**config.mk**
```make
export PLATFORM = sky130hd
export DESIGN_NAME = key_debounce
export DESIGN_NICKNAME = d
export VERILOG_FILES = /design/src/rtl/key_debounce.sv
export SDC_FILE = /design/constraint.sdc
export NUM_CORES = 1
export LEC_CHECK = 0
export ABC_AREA = 1
export CORE_ASPECT_RATIO = 0.8
export CORE_MARGIN = 2
export CORE_UTILIZATION = 55
export DETAILED_ROUTE_END_ITERATION = 12
export PLACE_DENSITY = 0.82
export SYNTH_ARGS = -nofsm -noshare
export SYNTH_HDL_FRONTEND = slang
export SYNTH_SLANG_ARGS = --single-unit
```
**constraint.sdc**
```tcl
create_clock -name clock -period 2 [get_ports clock]
set_input_delay 0.4 -clock clock [delete_from_list [all_inputs] [get_ports clock]]
set_output_delay 0.4 -clock clock [all_outputs]
set_load 0.1 [all_outputs]
```
**src/rtl/key_debounce.sv**
```systemverilog
// Push-button conditioner: per-key 2-FF synchronizer, debounce counter, and
// registered press/release/long-press pulses in the system clock domain.
module key_debounce #(
  parameter int NUM_KEYS          = 2,
  parameter int DEBOUNCE_CYCLES   = 240000,
  parameter int LONG_PRESS_CYCLES = 24000000,
  parameter bit ACTIVE_LOW        = 1'b1
) (
  input  logic                clock,
  input  logic                reset,
  input  logic [NUM_KEYS-1:0] key_pad_i,
  output logic [NUM_KEYS-1:0] key_o,
  output logic [NUM_KEYS-1:0] press_o,
  output logic [NUM_KEYS-1:0] release_o,
  output logic [NUM_KEYS-1:0] long_o
);

  localparam int   DB_W      = $clog2(DEBOUNCE_CYCLES);
  localparam int   HOLD_W    = $clog2(LONG_PRESS_CYCLES);
  localparam logic REL_LVL   = ACTIVE_LOW;
  localparam logic [DB_W-1:0]   DB_MAX   = DB_W'(DEBOUNCE_CYCLES - 1);
  localparam logic [HOLD_W-1:0] HOLD_MAX = HOLD_W'(LONG_PRESS_CYCLES - 1);

  if (DEBOUNCE_CYCLES < 2) begin : g_bad_debounce
    $error("key_debounce: DEBOUNCE_CYCLES must be >= 2");
  end
  if (LONG_PRESS_CYCLES <= DEBOUNCE_CYCLES) begin : g_bad_long
    $error("key_debounce: LONG_PRESS_CYCLES must exceed DEBOUNCE_CYCLES");
  end

  for (genvar i = 0; i < NUM_KEYS; i++) begin : g_key
    logic              s1, s2;
    logic              stable;
    logic [DB_W-1:0]   db_cnt;
    logic [HOLD_W-1:0] hold_cnt;
    logic              long_fired;
    logic              press_q, release_q, long_q;
    logic              p;
    logic              flip;

    // p is the synchronized level normalised so that 1 means pressed
    assign p    = s2 ^ REL_LVL;
    assign flip = (p != stable) && (db_cnt == DB_MAX);

    always_ff @(posedge clock) begin
      if (reset) begin
        s1         <= REL_LVL;
        s2         <= REL_LVL;
        stable     <= 1'b0;
        db_cnt     <= '0;
        hold_cnt   <= '0;
        long_fired <= 1'b0;
        press_q    <= 1'b0;
        release_q  <= 1'b0;
        long_q     <= 1'b0;
      end else begin
        s1        <= key_pad_i[i];
        s2        <= s1;
        press_q   <= 1'b0;
        release_q <= 1'b0;
        long_q    <= 1'b0;

        if (p == stable) begin
          db_cnt <= '0;
        end else if (flip) begin
          stable    <= p;
          db_cnt    <= '0;
          press_q   <= p;
          release_q <= ~p;
        end else begin
          db_cnt <= db_cnt + 1'b1;
        end

        if (!stable) begin
          hold_cnt <= '0;
        end else if (hold_cnt != HOLD_MAX) begin
          hold_cnt <= hold_cnt + 1'b1;
        end

        // A release landing on the threshold cycle suppresses the long pulse
        if (flip && !p) begin
          long_fired <= 1'b0;
        end else if (stable && (hold_cnt == HOLD_MAX) && !long_fired) begin
          long_q     <= 1'b1;
          long_fired <= 1'b1;
        end
      end
    end

    assign key_o[i]     = stable;
    assign press_o[i]   = press_q;
    assign release_o[i] = release_q;
    assign long_o[i]    = long_q;
  end

endmodule

```
After elaboration in Yosys (flattened, before gate mapping)
Index checks and enable logic that the tools add are counted.
{ "classes": {"add_sub_neg": 4, "n_eq_ne": 10, "mux": 2, "bitwise": 8, "reduce_logical": 20} }
{ "ops": {"columns": ["op", "n"], "rows": [
  ["adder 25 x 1 -> 25 bit (second input constant)", 2],
  ["equality test 25 bit (second input constant)", 2],
  ["!= test 25 bit (second input constant)", 2],
  ["adder 18 x 1 -> 18 bit (second input constant)", 2],
  ["equality test 18 bit (second input constant)", 2],
  ["OR reduction 3 bit", 4],
  ["logical AND 1 bit", 8],
  ["inverter 1 bit", 8],
  ["OR reduction 2 bit", 4],
  ["AND reduction 2 bit", 2],
  ["equality test 1 bit", 2],
  ["logical NOT 1 bit", 2],
  ["two-way mux 1 bit", 2],
  ["!= test 1 bit", 2]
]} }
{ "totals": {"ff_bits": 100, "wordCells": 62} }

Depth between registers and ports, before layout
{ "depth": {"word_depth": 5, "depth_mapped": 9} }

Worst setup path before layout
OpenSTA, ideal clock, no wires.
{ "synth_timing": {"path_type": "register -> register", "from": "register g_key[1].db_cnt[0]", "to": "register g_key[1].db_cnt[15]", "setup_time_ps": 115, "arrival_ps": 1324, "path_slack_ps": 561, "path_stages_with_launch": 10, "synth_period_minus_slack_ps": 1439, "cell_sequence": "dfxtp_1 ha_1 nand2_1 nor2_4 nand2_2 inv_1 nand3_2 nand2_4 buf_6 nor2_1"} }
{ "synth_via": {"elab_chain_len": 3, "elab_cells_between_ends": 4} }
{ "synth_lines": {"columns": ["item", "line", "rtl"], "rows": [
  ["start, declared", "34", "logic [DB_W-1:0] db_cnt;"],
  ["start signal, assigned", "71", "db_cnt <= db_cnt + 1'b1;"],
  ["branches (longest 3 deep; another with adder 18 x 1 -> 18 bit)", null, null]
]} }
Several ways; the timed one is not identified.
A chain may end at the register's enable or synchronous reset.

Worst setup path in the final report
{ "layout_timing": {"from": "register g_key[0].hold_cnt[0]", "to": "register g_key[0].hold_cnt[18]"} }
{ "layout_via": {"elab_chain_len": 1, "elab_cells_between_ends": 2} }
{ "layout_lines": {"columns": ["item", "line", "rtl"], "rows": [
  ["start, declared", "35", "logic [HOLD_W-1:0] hold_cnt;"],
  ["start signal, assigned", "77", "hold_cnt <= hold_cnt + 1'b1;"],
  ["adder 25 x 1 -> 25 bit / != test 25 bit (equally long branches)", "77, 76", null]
]} }
Parallel ways exist; a longest one is shown, timed or not.

==> run_results.csv <==
group,metric,value,unit
flow_run,drv_cap,0,
setup_path,worstPathMaxFanout,5,
detailed_routing,vias,4716,
cells_and_area,drive_gt1_frac,0.08085,
timing,setup_violations,0,
timing,min_period_over_period,0.8510,
yosys,syn_area_per_cell,6.573,um^2
grt,grt_start_max_net_pins,19,
grt,grt_first_pass_wirelength,18440,um
setup_path,cpLargestDelayFamily,"simple AND/OR/NAND/NOR gates",
setup_path,crit_path_top_delay_cell,"dfxtp_1",
detailed_routing,wire_per_inst,11.73,um
cells_and_area,diodes,0,
cells_and_area,fin_area,0.005697,mm^2
timing,finClkSkew,0.006872,ns
setup_path,cpMostUsedCell,"nand3_1",
cells_and_area,utilization,0.6250,
clock_tree,cts_tree,"yes",
floorplanning,die_area,0.01023,mm^2
setup_path,path_buf_inv,1,
detailed_routing,antenna_left,0,
setup_path,end_kind,"flop",
clock_tree,cts_setup_buffers,0,
timing,tns,0,ns
detailed_routing,viasPerCell,5.132,
timing,tightest_slew,0.3543,ns
cells_and_area,synthToLayoutAreaGrowth,9.843,%
timing,max_freq,0.5876,GHz
detailed_routing,drt_iter0_markers,297,
placement,dp_slack,0.3085,ns
timing,hold_viol_final,0,
yosys,yosys_register_bits,100,
timing,period_needed,1.702,ns
yosys,yosysWarnings,0,
power_and_ir_drop,p_leak,1.843,nW
placement,gp_congestion,0.8971,
setup_path,critPathMaxStageDelay,0.43,ns
worst_hold_path,hold_class,"reg2reg",
clock_tree,htreeDepth,3,
placement,dp_hpwl,7862,um
detailed_routing,wirelength,10780,um
setup_path,cp.required,2.24,ns
cells_and_area,multi_input_area,0.002735,mm^2
floorplanning,fp.dieH,90.86,um
detailed_routing,route.detailed.drc,0,
timing,hold_slack,0.4175,ns
floorplanning,die_w,112.6,um
grt,track_usage,0.2154,
yosys,netlist_area,0.005186,mm^2
clock_tree,cts_buffers,9,
clock_tree,cts_root_buf,"clkbuf_16",
power_and_ir_drop,power.density,696.0,mW/mm^2
grt,grt_pass1_vias,4281,
floorplanning,io_pins,12,
timing,drv_slew,0,
yosys,synthesis.nets,797,
clock_tree,cts_resized,0,
grt,antenna_found_initial,0,
cells_and_area,seq_area,0.002002,mm^2
cells_and_area,fillers,824,
clock_tree,clk_pin_slew,0.07,ns
timing,slew_headroom,0.7629,
floorplanning,fp-row-count,31,
cells_and_area,nNetsFinal,807,
setup_path,crit_chain,"ha_1, nand3_2, inv_1, nand3_1, nor2_2, nand3_1, nand2_1, nor2_1",
yosys,yosysUniqueCellTypes,27,
clock_tree,clk_latency,0.35,ns
floorplanning,initial_utilization,0.5690,
detailed_routing,dr.pass1.iters,5,
clock_tree,clock_sinks,100,
floorplanning,core,0.009115,mm^2
outcome,status,"finished, final reports clean",
yosys,ys_seq_area_frac,0.3860,
setup_path,crit_arrival,1.94,ns
clock_tree,cts.path.max_buffers,2,
grt,grt_overflow,0,
placement,placed_area,0.005364,mm^2
power_and_ir_drop,ir_worst_vdd,0.0006242,V
clock_tree,hold_buffers,0,
placement,port_buffers,11,
timing,finalWorstSetupSlack,0.2981,ns
yosys,syn_inst,789,
cells_and_area,layout_common_cells,"213 x nand2_1, 157 x nor2_1, 100 x dfxtp_1",
setup_path,worstSetupStartpointType,"flop",
setup_path,crit_type,"reg2reg",
cells_and_area,final_common_cell,"nand2_1",
timing,rsz0062_at_grt,"false",
==> cells in the mapped netlist (all sizes together) <==
cell type / n / area (um^2)
o21ai: 15 / 75.07
a21oi: 51 / 255.2
nand4: 15 / 93.84
or2: 10 / 62.56
xor2: 8 / 70.07
nand3b: 6 / 45.04
buf: 12 / 92.59
nor2b: 1 / 6.260
ha: 4 / 50.05
nor3: 15 / 75.07
dfxtp: 100 / 2002
xnor2: 14 / 122.6
nor2: 171 / 717.0
clkbuf: 3 / 11.26
o21a: 1 / 7.510
inv: 92 / 345.3
nand2: 221 / 864.6
nand3: 50 / 290.3
==> per-stage QoR <==
step                instances  power (mW)
floorplan                 789       2.062
global placement          903       2.072
detailed placement        903       2.073
CTS                       919       4.005
global route              919       4.073
finish                    919       3.965
==> per-layer routing <==
layer	up-vias	global-route usage	routed length [um]	share of wire
li1	2478	-	-	-
met1	2128	0.2806	5211	0.48
met2	90	0.3513	4960	0.46
met3	20	0.05503	430	0.040
met4	0	0.06504	177	0.016
met5	-	0	0	0
==> final timing paths <==
kind	from	end	slack (ns)	cells past startpoint
worst max-delay path	g_key[0].hold_cnt[0]	g_key[0].hold_cnt[18]	0.30	8
worst min-delay path	g_key[1].s1	g_key[1].s2	0.42	1
worst max register to register	g_key[0].hold_cnt[0]	g_key[0].hold_cnt[18]	0.30	8
worst min register to register	g_key[1].s1	g_key[1].s2	0.42	1
==> power breakdown <==
group | switching (mW) | total, mW | internal [mW]
combinational | 0.0162 | 0.0284 | 0.0122
sequential | 0.00393 | 2.00 | 1.99
clock | 0.792 | 1.94 | 1.15
==> flip-flops by register name (all words and copies together), names as in the netlist <==
register          cells
g_key.long_fired      2
g_key.long_q          2
g_key.press_q         2
g_key.hold_cnt       50
g_key.db_cnt         36
g_key.s1              2
g_key.s2              2
g_key.release_q       2
g_key.stable          2
==> logic make-up (layout without fill, tap and decap cells) <==
logic type      Yosys count  after routing  share of synthesized area
xor+xnor                 22             22                    0.03715
fa+ha+maj                 4              4                   0.009651
buf+inv                 107            122                    0.08661
flops                   100            100                     0.3860
simple gates            489            489                     0.4154
compound gates           67             67                    0.06514
==> area by class of cell <==
| class | instances | share of cell area |
|---|---|---|
| clock buffer | 10 | 0.04195 |
| clock inverter | 6 | 0.01647 |
| inverter | 92 | 0.06062 |
| multi-input combinational | 582 | 0.4801 |
| sequential | 100 | 0.3514 |
| tap | 115 | 0.02526 |
| timing repair buffer | 14 | 0.02416 |
(Power assumes the default switching activity.)
